==> src/rtl/motor_array_controller_pkg.sv <==
// Shared constants for the motor array controller: register map,
// CTRL bit layout and the RPM scaling applied to each window count.
package motor_array_controller_pkg;

  localparam int REG_CTRL   = 0;
  localparam int REG_SPEED  = 1;
  localparam int REG_DUTY   = 2;
  localparam int REG_RPM    = 3;
  localparam int REG_STRIDE = 4;

  localparam int CTRL_DIR_LO = 0;
  localparam int CTRL_DIR_HI = 1;
  localparam int CTRL_CLOSED = 2;

  localparam int RPM_SCALE = 157;
  localparam int RPM_SHIFT = 9;

  // Edges per window to RPM; the result never exceeds 78, so bit 7 is 0.
  function automatic logic [7:0] rpm_of(input logic [7:0] cnt);
    logic [15:0] p;
    p = {8'd0, cnt} * 16'(RPM_SCALE);
    return 8'(p >> RPM_SHIFT);
  endfunction

endpackage

==> src/rtl/motor_channel.sv <==
// One motor channel: encoder sync/count, RPM, integrator, PWM compare,
// optional stall detect (MOTOR_STALL_DETECT_EN).
// Ports: clk/rst, strobe, enable, encoder, pwm_tick/pwm_cnt, register
// write strobes + wdata, stall_clr; outputs ctrl/speed/duty/rpm, pwm,
// dir, stall.
module motor_channel
  import motor_array_controller_pkg::*;
#(
  parameter int STALL_WINDOWS = 5
) (
  input  logic       clk,
  input  logic       rst,
  input  logic       strobe,
  input  logic       enable,
  input  logic       encoder,
  input  logic       pwm_tick,
  input  logic [7:0] pwm_cnt,
  input  logic [7:0] wdata,
  input  logic       wr_ctrl,
  input  logic       wr_speed,
  input  logic       wr_duty,
  input  logic       stall_clr,
  output logic [2:0] ctrl,
  output logic [7:0] speed,
  output logic [7:0] duty,
  output logic [7:0] rpm,
  output logic       pwm,
  output logic [1:0] dir,
  output logic       stall
);

  logic       s1, s2, s3;
  logic       edge_det;
  logic [7:0] cnt;
  logic [7:0] rpm_new;
  logic [7:0] err;
  logic signed [9:0] sum;
  logic [7:0] duty_sat;
  logic       closed;
  logic       stall_hit;

  assign edge_det = s2 ^ s3;
  assign closed   = ctrl[CTRL_CLOSED];
  assign dir      = ctrl[CTRL_DIR_HI:CTRL_DIR_LO];
  // The controller acts on the measurement that closes this window.
  assign rpm_new  = rpm_of(cnt);
  assign err      = speed - rpm_new;
  assign sum      = $signed({2'b00, duty})
                  + $signed({{2{err[7]}}, err});

  always_comb begin
    duty_sat = sum[7:0];
    if (sum < 10'sd0)
      duty_sat = 8'h00;
    else if (sum > 10'sd255)
      duty_sat = 8'hFF;
  end

`ifdef MOTOR_STALL_DETECT_EN
  logic [7:0] streak;
  logic       starved;

  assign starved   = closed && duty == 8'hFF && cnt == 8'h00;
  assign stall_hit = strobe && starved
                  && streak == 8'(STALL_WINDOWS - 1);

  always_ff @(posedge clk) begin
    if (rst) begin
      streak <= '0;
      stall  <= 1'b0;
    end else begin
      if (strobe)
        streak <= (starved && !stall_hit) ? streak + 8'd1 : 8'd0;
      if (stall_hit)
        stall <= 1'b1;
      else if (stall_clr)
        stall <= 1'b0;
    end
  end
`else
  logic unused_stall_clr;
  assign unused_stall_clr = stall_clr;
  assign stall_hit = 1'b0;
  assign stall     = 1'b0;
`endif

  always_ff @(posedge clk) begin
    if (rst) begin
      s1    <= 1'b0;
      s2    <= 1'b0;
      s3    <= 1'b0;
      cnt   <= '0;
      rpm   <= '0;
      ctrl  <= '0;
      speed <= '0;
      duty  <= '0;
      pwm   <= 1'b0;
    end else begin
      s1 <= encoder;
      s2 <= s1;
      s3 <= s2;
      // An edge landing on the strobe belongs to the new window.
      if (strobe) begin
        rpm <= rpm_new;
        cnt <= {7'd0, edge_det};
      end else if (edge_det && cnt != 8'hFF) begin
        cnt <= cnt + 8'd1;
      end
      if (wr_ctrl)
        ctrl <= wdata[2:0];
      if (wr_speed)
        speed <= {1'b0, wdata[6:0]};
      if (stall_hit) begin
        duty              <= 8'h00;
        ctrl[CTRL_CLOSED] <= 1'b0;
      end else if (strobe && closed) begin
        duty <= duty_sat;
      end else if (wr_duty && !closed) begin
        duty <= wdata;
      end
      // Wrap check first so DUTY=255 never drops.
      if (!enable)
        pwm <= 1'b0;
      else if (pwm_tick) begin
        if (pwm_cnt == 8'hFF)
          pwm <= 1'b1;
        else if (pwm_cnt == duty)
          pwm <= 1'b0;
      end
    end
  end

endmodule

==> src/rtl/motor_array_controller.sv <==
// Motor array controller top: bus decode, PWM prescaler/counter,
// sample strobe, CHANNELS x motor_channel. Stall detect needs
// MOTOR_STALL_DETECT_EN; otherwise STATUS reads 0.
// Ports: clk, rst, din/address/w_en/r_en/dout bus, encoders, pwm,
// motor (dir pairs), enable.
module motor_array_controller
  import motor_array_controller_pkg::*;
#(
  parameter logic [7:0] BASE_ADDRESS  = 8'h00,
  parameter int         CHANNELS      = 2,
  parameter int         CPU_FREQ      = 16000000,
  parameter int         SAMPLE_HZ     = 10,
  parameter int         PWM_PRESCALE  = 125,
  parameter int         STALL_WINDOWS = 5
) (
  input  logic                    clk,
  input  logic                    rst,
  input  logic [7:0]              din,
  input  logic [7:0]              address,
  input  logic                    w_en,
  input  logic                    r_en,
  output logic [7:0]              dout,
  input  logic [CHANNELS-1:0]     encoders,
  output logic [CHANNELS-1:0]     pwm,
  output logic [2*CHANNELS-1:0]   motor,
  output logic                    enable
);

  localparam int          WIN      = CPU_FREQ / SAMPLE_HZ;
  localparam logic [31:0] WIN_LAST = 32'(WIN - 1);
  localparam logic [15:0] PRE_LAST = 16'(PWM_PRESCALE);
  localparam logic [7:0]  A_ENABLE = 8'(REG_STRIDE * CHANNELS);
  localparam logic [7:0]  A_STATUS = 8'(REG_STRIDE * CHANNELS + 1);

  logic [31:0] timer;
  logic        strobe;
  logic [15:0] presc;
  logic        pwm_tick;
  logic [7:0]  pwm_cnt;
  logic        en_q;
  logic [7:0]  addr_off;
  logic [7:0]  rdata;

  logic [CHANNELS-1:0] wr_ctrl;
  logic [CHANNELS-1:0] wr_speed;
  logic [CHANNELS-1:0] wr_duty;
  logic [CHANNELS-1:0] stall_clr;
  logic [CHANNELS-1:0] stall;
  logic [2:0]          ctrl_q  [CHANNELS];
  logic [7:0]          speed_q [CHANNELS];
  logic [7:0]          duty_q  [CHANNELS];
  logic [7:0]          rpm_q   [CHANNELS];

  assign strobe   = timer == WIN_LAST;
  assign pwm_tick = presc == PRE_LAST;
  assign addr_off = address - BASE_ADDRESS;
  assign enable   = en_q;

  always_comb begin
    wr_ctrl   = '0;
    wr_speed  = '0;
    wr_duty   = '0;
    stall_clr = '0;
    rdata     = '0;
    for (int c = 0; c < CHANNELS; c++) begin
      if (addr_off == 8'(REG_STRIDE * c + REG_CTRL)) begin
        wr_ctrl[c] = w_en;
        rdata      = {5'd0, ctrl_q[c]};
      end
      if (addr_off == 8'(REG_STRIDE * c + REG_SPEED)) begin
        wr_speed[c] = w_en;
        rdata       = speed_q[c];
      end
      if (addr_off == 8'(REG_STRIDE * c + REG_DUTY)) begin
        wr_duty[c] = w_en;
        rdata      = duty_q[c];
      end
      if (addr_off == 8'(REG_STRIDE * c + REG_RPM))
        rdata = rpm_q[c];
    end
    if (addr_off == A_ENABLE)
      rdata = {7'd0, en_q};
    if (addr_off == A_STATUS) begin
      rdata     = 8'(stall);
      stall_clr = din[CHANNELS-1:0] & {CHANNELS{w_en}};
    end
  end

  always_ff @(posedge clk) begin
    if (rst) begin
      timer   <= '0;
      presc   <= '0;
      pwm_cnt <= '0;
      en_q    <= 1'b0;
      dout    <= '0;
    end else begin
      timer <= strobe ? 32'd0 : timer + 32'd1;
      if (pwm_tick) begin
        presc   <= '0;
        pwm_cnt <= pwm_cnt + 8'd1;
      end else begin
        presc <= presc + 16'd1;
      end
      if (w_en && addr_off == A_ENABLE)
        en_q <= din[0];
      if (r_en)
        dout <= rdata;
    end
  end

  for (genvar c = 0; c < CHANNELS; c++) begin : g_ch
    motor_channel #(
      .STALL_WINDOWS(STALL_WINDOWS)
    ) u_ch (
      .clk      (clk),
      .rst      (rst),
      .strobe   (strobe),
      .enable   (en_q),
      .encoder  (encoders[c]),
      .pwm_tick (pwm_tick),
      .pwm_cnt  (pwm_cnt),
      .wdata    (din),
      .wr_ctrl  (wr_ctrl[c]),
      .wr_speed (wr_speed[c]),
      .wr_duty  (wr_duty[c]),
      .stall_clr(stall_clr[c]),
      .ctrl     (ctrl_q[c]),
      .speed    (speed_q[c]),
      .duty     (duty_q[c]),
      .rpm      (rpm_q[c]),
      .pwm      (pwm[c]),
      .dir      (motor[2*c +: 2]),
      .stall    (stall[c])
    );
  end

endmodule
==> config.mk <==
export PLATFORM = sky130hd
export DESIGN_NAME = motor_array_controller
export DESIGN_NICKNAME = d
export VERILOG_FILES = /design/src/rtl/motor_array_controller_pkg.sv /design/src/rtl/motor_channel.sv /design/src/rtl/motor_array_controller.sv
export SDC_FILE = /design/constraint.sdc
export NUM_CORES = 1
export LEC_CHECK = 0
export ABC_AREA = 1
export BUFFER_PORTS_ARGS = -buffer_cell sky130_fd_sc_hd__buf_4
export CORE_ASPECT_RATIO = 1.5
export CORE_MARGIN = 4
export CORE_UTILIZATION = 42
export DETAILED_ROUTE_END_ITERATION = 7
export PLACE_DENSITY = 0.6
export SYNTH_ARGS = -nofsm -noshare
export SYNTH_HDL_FRONTEND = slang
export SYNTH_SLANG_ARGS = --single-unit
export TNS_END_PERCENT = 5
==> constraint.sdc <==
create_clock -name clk -period 9.7 [get_ports clk]
set_clock_uncertainty 0.05 [all_clocks]
set_input_delay 2.425 -clock clk [delete_from_list [all_inputs] [get_ports clk]]
set_output_delay 2.425 -clock clk [all_outputs]
set_load 0.02 [all_outputs]
* Word-level counts from Yosys, hierarchy flattened *
Index checks and enable logic that the tools add are counted.

cells by class
  add/sub/neg operators = 9
  $mul = 2
  $lt $le $gt $ge = 4
  equality and inequality tests = 16
  mux-type cells = 32
  bitwise operators = 3
  reductions and logical operators = 21

operators by type and width
  kind                                                          number
  2-to-1 mux 8 bit                                              17
  adder 32 x 1 -> 32 bit (second input constant)                1
  equality test 32 x 21 -> 1 bit (second input constant)        1
  equality test 8 x 3 -> 1 bit (second input constant)          4
  multiplier 8 x 8 -> 16 bit (second input constant)            2
  adder 8 x 1 -> 8 bit (second input constant)                  3
  adder 9 x 8 -> 10 bit                                         2
  > comparator 10 x 9 -> 1 bit (second input constant)          2
  less-than comparator 10 x 1 -> 1 bit (second input constant)  2
  adder 16 x 1 -> 16 bit (second input constant)                1
  equality test 16 x 7 -> 1 bit (second input constant)         1
  equality test 8 x 2 -> 1 bit (second input constant)          2
  equality test 8 x 4 -> 1 bit (second input constant)          2
  equality test 8 bit                                           2
  inequality test 8 bit (second input constant)                 2
  subtractor 7 x 7 -> 8 bit                                     2
  2-to-1 mux 1 bit                                              14
  nonzero test 2 bit                                            6
  equality test 8 x 1 -> 1 bit (second input constant)          1
  equality test 8 bit (second input constant)                   1
  zero test 8 bit                                               1
  logical AND 1 bit                                             7
  OR reduction 2 bit                                            3
  AND reduction 2 bit                                           2
  4 further kinds                                               6

storage, ports and cells
  register bits after elaboration = 139
  word-level logic and storage cells = 112

* Logic depth before layout (Yosys ltp) *
  depth after elaboration = 11
  mapped depth = 36
  mapped depth without buffers = 36

* Cells and area by module *
A second synthesis with hierarchy kept.

unflattened totals
  cell total of the unflattened synthesis = 1456
  area total of the unflattened synthesis = 10616.4 um^2

by module, submodules not included
  module                         times used  cells each  area an instance (um^2)
  motor_array_controller         1           574         3774.9
  motor_channel at g_ch[1].u_ch  1           446         3439.5
  motor_channel at g_ch[0].u_ch  1           436         3402.0

* Worst setup path before layout *
OpenSTA, ideal clock, no wires.

  path type = register -> register
  start = register g_ch[1].u_ch.cnt[3]
  end = register g_ch[1].u_ch.duty[3]
  data arrival time = 5.746 ns
  data required time = 9.580 ns
  slack = 3.834 ns
  cell stages (with the launch flop) = 35
  buffers on the path = 0
  cell sequence = dfxtp_1 > inv_1 > fa_1 > inv_1 > ha_1 > inv_1 > fa_1 > inv_1 > fa_1 > ha_1 > a21oi_1 > o21a_1 > nand2_1 > nand2_1 > nand2_1 > xnor2_1 > ha_1 > a31o_2 > inv_1 > nand2_1 > xor2_1 > inv_1 > ha_1 > nand2_1 > o21ai_0 > nor2_1 > o21ai_0 > nand2_1 > a21boi_0 > nor2_1 > nand3_1 > nand2_1 > nor2_2 > nand2_1 > a21oi_1

on the way
  word-level cells in the longest chain between the ends = 7
  elaborated cells on any way between the ends = 8
  classes of those cells = add/sub: 2; mul: 1; order compare: 2; mux: 3

RTL lines
  what                          RTL line                          text
  from (decl)                   motor_channel.sv:34               logic [7:0] cnt;
  from (signal assigned)        motor_channel.sv:105              cnt <= {7'd0, edge_det};
  from (signal assigned)        motor_channel.sv:107              cnt <= cnt + 8'd1;
  multiplier 8 x 8 -> 16 bit *  motor_array_controller_pkg.sv:21  p = {8'd0, cnt} * 16'(RPM_SCALE);
  subtractor 7 x 7 -> 8 bit *   motor_channel.sv:47               assign err = speed - rpm_new;
  adder 9 x 8 -> 10 bit *       motor_channel.sv:49               + $signed({{2{err[7]}}, err});
  > comparator 10 x 9 -> 1 bit  motor_channel.sv:55               else if (sum > 10'sd255)
  2-to-1 mux 8 bit              motor_channel.sv:55
  2-to-1 mux 8 bit *            motor_channel.sv:53               if (sum < 10'sd0)
  2-to-1 mux 8 bit *            motor_channel.sv:116              end else if (strobe && closed) begin
  to (signal assigned)          motor_channel.sv:117              duty <= duty_sat;
  to (signal assigned)          motor_channel.sv:119              duty <= wdata;
  to (decl)                     motor_channel.sv:25               output logic [7:0] duty,

Mark *: on every way between the ends. The rest lies on a longest branch, timed or not.
A chain may end at the register's enable or synchronous reset.

* Final worst setup path *
  start = register g_ch[1].u_ch.cnt[3]
  end = register g_ch[1].u_ch.duty[7]

Same word-level chain as after synthesis.

==> results.json <==
{
  "synthAdderAreaFrac": 0.1953,
  "pre_cts_ws_ns": 3.207,
  "leakagePower_uw": 0.005236,
  "yosysWarnings": 0,
  "n_antenna_cell": 0,
  "initial_core_util": 0.4280,
  "grt_max_degree": 46,
  "grt_first_pass_wirelength_um": 42640,
  "path_clk_slew_ns": 0.06,
  "critical_path.slowest_cell": "dfxtp_1",
  "critPathArrivalTime_ns": 6.79,
  "cts_sinks": 139,
  "synth_xor_area_frac": 0.05411,
  "crit_family": "adder cells",
  "fin_crit_sh": 0.6695,
  "cts_tree": "yes",
  "wl_per_cell_um": 14.95,
  "drive_above_1_share": 0.08087,
  "seq_power_share": 0.435,
  "setup_viol": 0,
  "p_int_uw": 1028,
  "tns_ns": 0,
  "placementRows": 69,
  "die_h_um": 198.8,
  "yosysUniqueCellTypes": 54,
  "grt_usage": 0.1986,
  "hpwl_um": 20620,
  "synth-edff-count": 0,
  "hold_class": "flip-flop to flip-flop",
  "path_common_cell": "nand2_1",
  "route.detailed.drc": 0,
  "cts_resized": 0,
  "reg2regPathDepth": 34,
  "fmax_mhz": 154.0,
  "final_hold_viol_count": 0,
  "netlist_instances": 1379,
  "r2r-end": "g_ch[1].u_ch.duty[7]$_SDFFE_PP0P_",
  "n_fill_cell": 2432,
  "dieWidth_um": 135.2,
  "cts_made_buffers": 17,
  "mostFrequentLayoutCells": "nand2_1, inv_1, dfxtp_1",
  "ys_seq_area_frac": 0.2729,
  "combPwrFrac": 0.041,
  "synth_top_family_by_area": "simple AND/OR/NAND/NOR gates",
  "synth_seq_cells": 139,
  "final_common_cell": "nand2_1",
  "io_buffers": 36,
  "nets": 1572,
  "synth_compound_area_frac": 0.1369,
  "drtAntennaViolNets": 0,
  "crit_path_end_kind": "flip-flop",
  "muxShareOfSynthArea": 0,
  "p_per_area_mw_per_mm2": 117.1,
  "core-area_mm2": 0.02383,
  "gp_routability_congestion": 0.8945,
  "syn_area_per_cell_um2": 7.395,
  "hold_buffers": 0,
  "areaGrowthSynthToFinish_pct": 11.58,
  "maxCapViolCount": 0,
  "slowest_delay_ns": 0.55,
  "syn_nets": 1541,
  "multiInputGateArea_mm2": 0.006422,
  "start_kind": "flip-flop",
  "switching_share": 0.2290,
  "clk_path_buf_depth": 2,
  "via_count": 8905,
  "r2r_slack_ns": 3.21,
  "drt_iter0_markers": 504,
  "period_minus_slack_ns": 6.495,
  "root_buffer": "clkbuf_16",
  "pin_count": 37,
  "synth-simple-area-share": 0.2434,
  "vdd_drop_max_v": 0.0001242,
  "hold_path_depth": 2,
  "crit_type": "flip-flop to flip-flop",
  "drv_slew": 0,
  "dieArea_mm2": 0.02689,
  "gr-total-overflow": 0,
  "antenna_found_initial": 0,
  "syn_area_mm2": 0.01020,
  "r2r_start": "g_ch[1].u_ch.cnt[3]$_SDFFE_PP0P_",
  "routed_via_density": 5.115,
  "status": "finished, final reports clean",
  "cts_htree_levels": 4,
  "relSlewSlack": 0.2422,
  "worst-path-max-fanout": 8,
  "cts_setup_buffers": 0,
  "switchingPower_uw": 305.3,
  "rsz0062_at_grt": "false",
  "min_to": "g_ch[1].u_ch.s2$_SDFF_PP0_",
  "min_from": "g_ch[1].u_ch.s1$_SDFF_PP0_",
  "synth_ff_type": "dfxtp_1",
  "firstDrtPassIters": 5,
  "routed_wl_um": 26020,
  "worstPathRequired_ns": 9.99,
  "path_buf_inv": 6,
  "ys_async_sr_fraction": 0,
  "insertion_delay_ns": 0.43,
  "regArea_mm2": 0.002783,
  "grt_pass1_vias": 8790,
  "tightest_slew_ns": 1.135,
  "power_frac_clock": 0.523,
  "fin_ws_ns": 3.205
}
==> metal layers <==
metal | GRT usage | up-vias | wire (µm)
li1 | - | 4586 | -
met1 | 0.2264 | 4113 | 10860
met2 | 0.3643 | 145 | 13240
met3 | 0.03087 | 61 | 972
met4 | 0.08554 | 0 | 943
met5 | 0 | - | 0
==> tightest hold or removal path: cells and delay by family (launching register included) <==
family                 cells  cell delay (ns)
buffers and inverters      1             0.04
DFF                        1             0.29
and+or+nand+nor            1             0.03
==> layout make-up <==
class                           count  area share
Clock buffer                       19     0.03805
Clock inverter                     12     0.01660
Inverter                          233     0.07686
Multi-Input combinational cell    982      0.5644
Sequential cell                   139      0.2446
Tap cell                          319     0.03508
Timing Repair Buffer               37     0.02441
==> power by group through the flow <==
stage	clock network, µW	registers, µW	logic (µW)
finish	698	580	54.9
global route	728	581	62.2
CTS	709	581	55.2
detailed placement	0	593	55.1
global placement	0	593	54.5
floorplan	0	592	32.5
==> how the worst max path moves through the flow <==
stage	from	endpoint	slack (ns)	depth (start not counted)
3_5_place_dp	g_ch[1].u_ch.cnt[4]$_SDFFE_PP0P_	g_ch[1].u_ch.duty[7]$_SDFFE_PP0P_	3.21	33
3_3_place_gp	g_ch[1].u_ch.cnt[4]$_SDFFE_PP0P_	g_ch[1].u_ch.duty[5]$_SDFFE_PP0P_	3.18	32
6_report	g_ch[1].u_ch.cnt[3]$_SDFFE_PP0P_	g_ch[1].u_ch.duty[7]$_SDFFE_PP0P_	3.21	34
5_1_grt	g_ch[1].u_ch.cnt[4]$_SDFFE_PP0P_	g_ch[1].u_ch.duty[1]$_SDFFE_PP0P_	2.52	34
2_1_floorplan	g_ch[1].u_ch.cnt[3]$_SDFFE_PP0P_	g_ch[1].u_ch.duty[3]$_SDFFE_PP0P_	3.83	34
4_1_cts	g_ch[1].u_ch.cnt[3]$_SDFFE_PP0P_	g_ch[1].u_ch.duty[7]$_SDFFE_PP0P_	3.19	35
==> cell usage after synthesis, drive strengths merged (27+ instances only) <==
cell type / instances / area [µm²]
nor2: 121 / 494.2
fa: 32 / 640.6
nand4: 33 / 225.2
dfxtp: 139 / 2783
xor2: 30 / 262.8
nor3: 27 / 161.4
nand2: 241 / 929.6
a21oi: 115 / 586.8
ha: 108 / 1351
nand3: 69 / 375.4
xnor2: 33 / 289.0
inv: 233 / 874.6
o21ai: 88 / 440.4
==> sequential cells by signal, indices dropped and copies added, names as in the netlist <==
name and cells:
g_ch.u_ch.pwm 2, g_ch.u_ch.speed 14, g_ch.u_ch.s3 2, timer 32, g_ch.u_ch.s2 2, g_ch.u_ch.s1 2
presc 16, pwm_cnt 8, g_ch.u_ch.ctrl 6, g_ch.u_ch.duty 16, dout 8, enable 1
g_ch.u_ch.cnt 16, g_ch.u_ch.rpm 14
==> logic make-up after synthesis <==
kind of cell	count (synthesis)
buffers and inverters	258
AOI/OAI and AO/OA	253
adders and majority gates	140
DFF	139
xor gates and xnor gates	63
and+or+nand+nor	526
==> stage by stage <==
step                      hold slack, ns  instances  total power (µW)    util  area (µm²)
final                             0.3565       1741              1333  0.4775       11380
after global routing              0.3803       1741              1371  0.4775       11380
after floorplan                   0.3383       1379             624.1       -       10200
after global placement            0.3421       1710             647.6  0.4514       10760
after CTS                         0.3600       1741              1345  0.4775       11380
after detailed placement          0.3421       1710             648.3  0.4514       10760
(Power assumes the default switching activity.)
